### config.mk
export PLATFORM = sky130hd
export DESIGN_NAME = cache_fill_fsm
export DESIGN_NICKNAME = d
export VERILOG_FILES = /design/src/rtl/cache_fill_fsm.sv
export SDC_FILE = /design/constraint.sdc
export NUM_CORES = 1
export LEC_CHECK = 0
export ABC_CLOCK_PERIOD_IN_PS = 1400
export BUFFER_PORTS_ARGS = -buffer_cell sky130_fd_sc_hd__buf_2
export CORE_ASPECT_RATIO = 0.75
export CORE_MARGIN = 3
export CORE_UTILIZATION = 43
export CTS_BUF_LIST = sky130_fd_sc_hd__clkbuf_8
export DETAILED_ROUTE_END_ITERATION = 10
export PLACE_DENSITY_LB_ADDON = 0.08
export RECOVER_POWER = 100
export SLEW_MARGIN = 10
export SYNTH_ARGS = -nofsm -noshare
export SYNTH_HDL_FRONTEND = slang
export SYNTH_SLANG_ARGS = --single-unit
### constraint.sdc
create_clock -name clk -period 1.4 [get_ports clk]
set_input_delay 0.07 -clock clk [delete_from_list [all_inputs] [get_ports clk]]
set_output_delay 0.07 -clock clk [all_outputs]
set_load 0.01 [all_outputs]
### src/rtl/cache_fill_fsm.sv
// cache_fill_fsm
//   Miss-handling controller between the CPU caches and multi-cycle main
//   memory. On a miss it latches the block-aligned address, issues one word
//   read per cycle, writes each returned word into the cache data array and
//   writes the tag together with the final word.
//
// Ports
//   clk, rst            clock, synchronous active-high reset
//   miss_detected       cache lookup missed this cycle (sampled in IDLE only)
//   miss_address        byte address of the missing access
//   memory_data         word returned by main memory
//   memory_data_valid   memory_data valid this cycle (ignored in IDLE)
//   fsm_busy            fill in progress; pipeline stall
//   mem_req             memory read request strobe (registered)
//   memory_address      byte address of the current request (registered)
//   write_data_array    data-array write enable
//   word_index          data-array word being written
//   write_data          data to write (memory_data passthrough)
//   write_tag_array     tag/valid write enable, asserted with the final word
module cache_fill_fsm #(
  parameter int WORDS_PER_BLOCK = 8,
  parameter int ADDR_W          = 16,
  localparam int IDX_W          = $clog2(WORDS_PER_BLOCK)
) (
  input  logic              clk,
  input  logic              rst,
  input  logic              miss_detected,
  input  logic [ADDR_W-1:0] miss_address,
  input  logic [15:0]       memory_data,
  input  logic              memory_data_valid,
  output logic              fsm_busy,
  output logic              mem_req,
  output logic [ADDR_W-1:0] memory_address,
  output logic              write_data_array,
  output logic [IDX_W-1:0]  word_index,
  output logic [15:0]       write_data,
  output logic              write_tag_array
);

  localparam int CNT_W = IDX_W + 1;
  localparam logic [ADDR_W-1:0] OFF_MASK = ADDR_W'(2 * WORDS_PER_BLOCK - 1);
  localparam logic [CNT_W-1:0]  CNT_END  = CNT_W'(WORDS_PER_BLOCK);
  localparam logic [CNT_W-1:0]  CNT_LAST = CNT_W'(WORDS_PER_BLOCK - 1);

  typedef enum logic [0:0] {
    IDLE,
    FILL
  } state_t;

  state_t            state_q, state_d;
  logic [CNT_W-1:0]  req_cnt_q, req_cnt_d;
  logic [CNT_W-1:0]  rcv_cnt_q, rcv_cnt_d;
  logic [ADDR_W-1:0] base_q, base_d;
  logic              mem_req_q, mem_req_d;
  logic [ADDR_W-1:0] addr_q, addr_d;

  logic [ADDR_W-1:0] aligned;
  logic [CNT_W-1:0]  req_nxt;

  assign aligned    = miss_address & ~OFF_MASK;
  assign req_nxt    = req_cnt_q + CNT_W'(1);
  assign write_data = memory_data;

  assign mem_req        = mem_req_q;
  assign memory_address = addr_q;

  always_ff @(posedge clk) begin
    if (rst) begin
      state_q   <= IDLE;
      req_cnt_q <= '0;
      rcv_cnt_q <= '0;
      base_q    <= '0;
      mem_req_q <= 1'b0;
      addr_q    <= '0;
    end else begin
      state_q   <= state_d;
      req_cnt_q <= req_cnt_d;
      rcv_cnt_q <= rcv_cnt_d;
      base_q    <= base_d;
      mem_req_q <= mem_req_d;
      addr_q    <= addr_d;
    end
  end

  // Requests are registered one cycle ahead: the request presented now
  // (mem_req_q) is counted this cycle, and the next one is prepared for the
  // following cycle. The word offset is OR-ed into the aligned base so the
  // address never carries out of the block.
  always_comb begin
    state_d          = state_q;
    req_cnt_d        = req_cnt_q;
    rcv_cnt_d        = rcv_cnt_q;
    base_d           = base_q;
    mem_req_d        = 1'b0;
    addr_d           = '0;
    fsm_busy         = 1'b0;
    write_data_array = 1'b0;
    word_index       = '0;
    write_tag_array  = 1'b0;

    unique case (state_q)
      IDLE: begin
        if (miss_detected) begin
          base_d    = aligned;
          req_cnt_d = '0;
          rcv_cnt_d = '0;
          mem_req_d = 1'b1;
          addr_d    = aligned;
          state_d   = FILL;
        end
      end

      FILL: begin
        fsm_busy = 1'b1;

        if (mem_req_q) begin
          req_cnt_d = req_nxt;
          if (req_nxt < CNT_END) begin
            mem_req_d = 1'b1;
            addr_d    = base_q | ADDR_W'({req_nxt[IDX_W-1:0], 1'b0});
          end
        end

        if (memory_data_valid) begin
          write_data_array = 1'b1;
          word_index       = rcv_cnt_q[IDX_W-1:0];
          rcv_cnt_d        = rcv_cnt_q + CNT_W'(1);
          if (rcv_cnt_q == CNT_LAST) begin
            write_tag_array = 1'b1;
            mem_req_d       = 1'b0;
            addr_d          = '0;
            state_d         = IDLE;
          end
        end
      end

      default: state_d = IDLE;
    endcase
  end

endmodule

== Word-level counts from Yosys, hierarchy flattened ==
Index checks and enable logic that the tools add are counted.
W data, S select, Z words.
Cells by class
  bitwise operators: 2
  order comparisons: 1
  multiplexer cells: 28
  eq/ne operators: 4
  reduce and logical (&&, ||, !) cells: 3
  add/sub/neg operators: 2
Operators with widths (count)
  $mux W16: 5
  $pmux W16 S2: 1
  $or A16 B4 Y16: 1
  $pmux W4 S2: 2
  $mux W1: 13
  $mux W4: 3
  $add A4 B1 Y4 const B: 2
  $mux W3: 2
  $reduce_and A2 Y1: 3
  $eq A4 B3 Y1 const B: 1
  $lt A4 B4 Y1 const B: 1
  $ne A2 B2 Y1 const B: 2
  $pmux W1 S2: 2
  $ne A2 B1 Y1 const B: 1
  $not A1 Y1: 1
Storage, ports and cells
  input bits: 36
  output and inout port bits: 39
  register bits after elaboration: 38
  word-level logic and storage cells: 46

== Longest topological paths before layout ==
  depth after elaboration: 7
  gate-level depth with buffers: 5
  depth with buffers taken out: 4

== Least setup slack after synthesis ==
OpenSTA, ideal clock, no wires.
  path type: register to register
  start: register rcv_cnt_q[0]
  end: register addr_q[10], in the netlist memory_address[10]
  arrival time: 1.194 ns
  buffers on the path: 1
  data required time: 1.283 ns
  setup slack: 0.089 ns
  cell stages (with the launch flop): 6
  period minus slack after synthesis: 1.311 ns
  setup time: 0.117 ns
  path through: dfxtp_1 -> ha_1 -> nand4b_1 -> nor3b_4 -> buf_6 -> a32o_1
Between the ends
  longest elaborated chain between the ends: 4
Ends and longest elaborated chain
  start, declared: line 52  | logic [CNT_W-1:0] rcv_cnt_q, rcv_cnt_d;
  start signal, assigned: line 78  | rcv_cnt_q <= rcv_cnt_d;
  $eq A4 B3 Y1: line 128  | if (rcv_cnt_q == CNT_LAST) begin
  $mux W16: line 128
  $mux W16: line 124  | if (memory_data_valid) begin
  $pmux W16 S2: line 101  | unique case (state_q)
  end signal, assigned: line 81  | addr_q <= addr_d;
  end, declared: line 55  | logic [ADDR_W-1:0] addr_q, addr_d;
Every way passes these cells.
A chain may end at the register's enable or synchronous reset.

== Worst setup path after layout ==
  start: register rcv_cnt_q[0]
  end: register addr_q[4], in the netlist memory_address[4]
The elaborated chain is that of the path after synthesis.

==> flow_summary.yaml <==
run_status:
  status: "finished, final reports clean"
power_and_ir_drop:
  combPwrFrac: 0.091
  power.leakage_nw: 0.7242
  max-vdd-ir-drop_uv: 599.9
  p_clk_frac: 0.348
  p_sw_frac: 0.2443
  pwr-share-seq: 0.561
  power_density_nw_per_um2: 1133
  power.switching_uw: 486.9
  power.internal_mw: 1.506
critical_path:
  reg2reg_depth: 5
  critPathArrivalTime_ns: 1.50
  crit_path_start_kind: "register"
  endpoint_kind: "register"
  crit_type: "reg2reg"
  r2r_end: "memory_address[4]"
  regToRegSetupSlack_ns: 0.07
  path_max_fanout: 16
  crit_required_ns: 1.57
  rr_startpoint: "rcv_cnt_q[0]"
clocking:
  cts.clk_slew.worst_paths_ns: 0.07
  cts_max_level: 2
  cts.sinks: 37
  clock_latency_ns: 0.28
  cts_setup_buffers: 0
  cts_buffer_depth: 2
  tritoncts: "yes"
  cts_root_buf: "clkbuf_8"
  cts_buffers: 5
global_routing:
  grt_max_degree: 17
  antenna_found_initial: 0
  grt_use_total: 0.1594
  overflow: 0
  grt_pass1_vias: 1220
  grt_pass1_wl_mm: 5.416
min_path:
  holdPathStages: 2
  hp-class: "in2reg"
  whs_endpoint: "memory_address[13]"
  min_from: "miss_address[13]"
drt:
  ant_nets: 0
  drc_errors: 0
  first_pass_iters: 4
  wirelength_mm: 3.247
  dr_total_vias: 1242
  drtIter0Drc: 47
  wl_per_cell_um: 14.06
  via_per_inst: 5.377
floorplan:
  core_area_um2: 3378
  die_x_um: 75.42
  start_util: 0.4600
  rows: 18
  die_y_um: 58.06
  die-area_um2: 4379
  num_io_pins: 75
cells_and_area:
  fin_util: 0.5207
  diodes: 0
  layout-drive-gt1-share: 0.2304
  nNetsFinal: 228
  fillCellCount: 330
  area_growth_pct: 13.20
synthesis:
  syn_inst: 164
  post_synth_num_cell_types: 36
  synth.avg_cell_area_um2: 9.476
  ys_seq_area_frac: 0.4767
  ys_warn_count: 0
  synth-seq-cells: 37
  syn-cell-area_um2: 1554
  syn-num-nets: 202
timing:
  finClkSkew_ns: 0.007751
  fin_crit_ns: 1.332
  max_freq_mhz: 750.5
  report.final.slew_viol_count: 0
  hold_viol: 0
  setup_violations: 0
  finalSetupTns_ns: 0
  fin_crit_sh: 0.9518
  grt_setup_unrepaired: "no"
place:
  gp_congestion: 0.7003
  portBuffers: 37
  hpwl_mm: 2.196
flow_run:
  maxCapViolCount: 0
[Yosys cell counts, drive strengths merged]
cell | instances | area, um^2
o31ai | 1 | 7.510
nand3 | 2 | 10.01
nor3 | 2 | 10.01
clkbuf | 3 | 11.26
and3 | 4 | 25.02
nand2b | 1 | 6.260
inv | 3 | 11.26
nor3b | 2 | 31.28
ha | 2 | 25.02
nor2 | 6 | 25.03
dfxtp | 37 | 740.7
o211ai | 1 | 7.510
nand3b | 1 | 7.510
or3 | 1 | 6.260
a32oi | 1 | 8.760
mux2i | 3 | 30.03
buf | 24 | 180.2
nand4b | 2 | 17.52
a31oi | 1 | 6.260
and2 | 1 | 6.260
a211oi | 1 | 7.510
nor2b | 1 | 6.260
a32o | 12 | 120.1
a21oi | 16 | 80.08
nand2 | 29 | 111.4
conb | 1 | 3.750
xor2 | 2 | 25.03
and3b | 1 | 8.760
a21o | 1 | 7.510
o21ai | 2 | 10.01
[area by class of cell]
class | count | area (um^2) | share of cell area
tap | 40 | 50.05 | 0.02845
clock inverter | 3 | 13.76 | 0.007824
clock buffer | 5 | 68.82 | 0.03912
sequential | 37 | 744.5 | 0.4232
multi-input combinational | 97 | 633.1 | 0.3599
timing repair buffer | 46 | 237.7 | 0.1351
inverter | 3 | 11.26 | 0.006401
[power by group through the flow]
stage | Clock, mW | Sequential [mW] | Combinational, mW
6_report | 0.694 | 1.12 | 0.181
2_1_floorplan | 0 | 1.14 | 0.152
5_1_grt | 0.771 | 1.12 | 0.205
3_3_place_gp | 0 | 1.14 | 0.184
3_5_place_dp | 0 | 1.14 | 0.189
4_1_cts | 0.708 | 1.12 | 0.189
[worst max-delay path by stage]
stage                  from            endpoint  slack [ns]  cells past startpoint
3_5_place_dp   req_cnt_q[1]   memory_address[4]      -0.007                      3
6_report       rcv_cnt_q[0]   memory_address[4]        0.07                      5
3_3_place_gp   req_cnt_q[1]  memory_address[12]       0.006                      3
4_1_cts        rcv_cnt_q[1]   memory_address[4]        0.01                      5
5_1_grt        rcv_cnt_q[0]   memory_address[4]      0.0007                      5
2_1_floorplan  rcv_cnt_q[0]  memory_address[10]        0.09                      5
[metal layers]
| layer | track usage | vias to the layer above | share of wire |
|---|---|---|---|
| met3 | 0.05719 | 16 | 0.075 |
| met2 | 0.2546 | 43 | 0.43 |
| met1 | 0.1951 | 580 | 0.47 |
| met5 | 0 | - | 0 |
| met4 | 0.06234 | 0 | 0.020 |
| li1 | - | 603 | - |
[kinds of logic (layout without fill, tap and decap cells)]
family                     after synthesis  count (layout)  synth area share
AOI/OAI and AO/OA                       36              36            0.1643
xor gates and xnor gates                 2               2           0.01611
adders and majority gates                2               2           0.01610
buffers and inverters                   30              57            0.1304
DFF                                     37              37            0.4767
muxes                                    3               3           0.01932
other                                    1               1          0.002413
and+or+nand+nor                         53              53            0.1747
[metrics by stage]
stage / instance area [um^2] / instances / hold WS [ns] / worst slack (ns) / total power, mW
after floorplan: 1554 / 164 / 0.1958 / 0.08860 / 1.296
after global placement: 1678 / 223 / 0.1401 / 0.006036 / 1.322
after detailed placement: 1678 / 223 / 0.1401 / -0.006972 / 1.328
after CTS: 1777 / 231 / 0.005432 / 0.01209 / 2.013
after global routing: 1759 / 231 / 0.006284 / 0.0006716 / 2.099
final: 1759 / 231 / 0.01229 / 0.06754 / 1.993
[placed cells by master, fill, tap and decap left out, types with 3 or more instances in the layout]
| cell | instances |
|---|---|
| nand2_1 | 28 |
| dfxtp_2 | 3 |
| buf_2 | 20 |
| clkbuf_1 | 18 |
| inv_1 | 4 |
| nor2_1 | 5 |
| a21oi_1 | 16 |
| mux2i_1 | 3 |
| buf_4 | 5 |
| dfxtp_1 | 34 |
| a32o_1 | 12 |
| and3_1 | 4 |
| clkbuf_8 | 5 |
[flip-flops by register name, indices dropped and copies added, names as in the netlist]
register	cells
rcv_cnt_q	4
state_q	1
mem_req	1
req_cnt_q	4
base_q	12
memory_address	15
[critical path: stages (launching register included)]
cell and delay (ns):
dfxtp_2 0.35, ha_4 0.14, nand4b_1 0.12, nor3b_2 0.20, buf_12 0.16, a32o_1 0.25
[repair_timing]
| item | 4_1_cts | 5_1_grt |
|---|---|---|
| setup endpoints to repair | 10 | 14 |
| hold endpoints to repair | 0 | 0 |
| hold buffers | 0 | 0 |
| pin swaps | 2 | 1 |
| resized for setup | 4 | 3 |
Note: power is estimated with default switching activity, not from simulation.
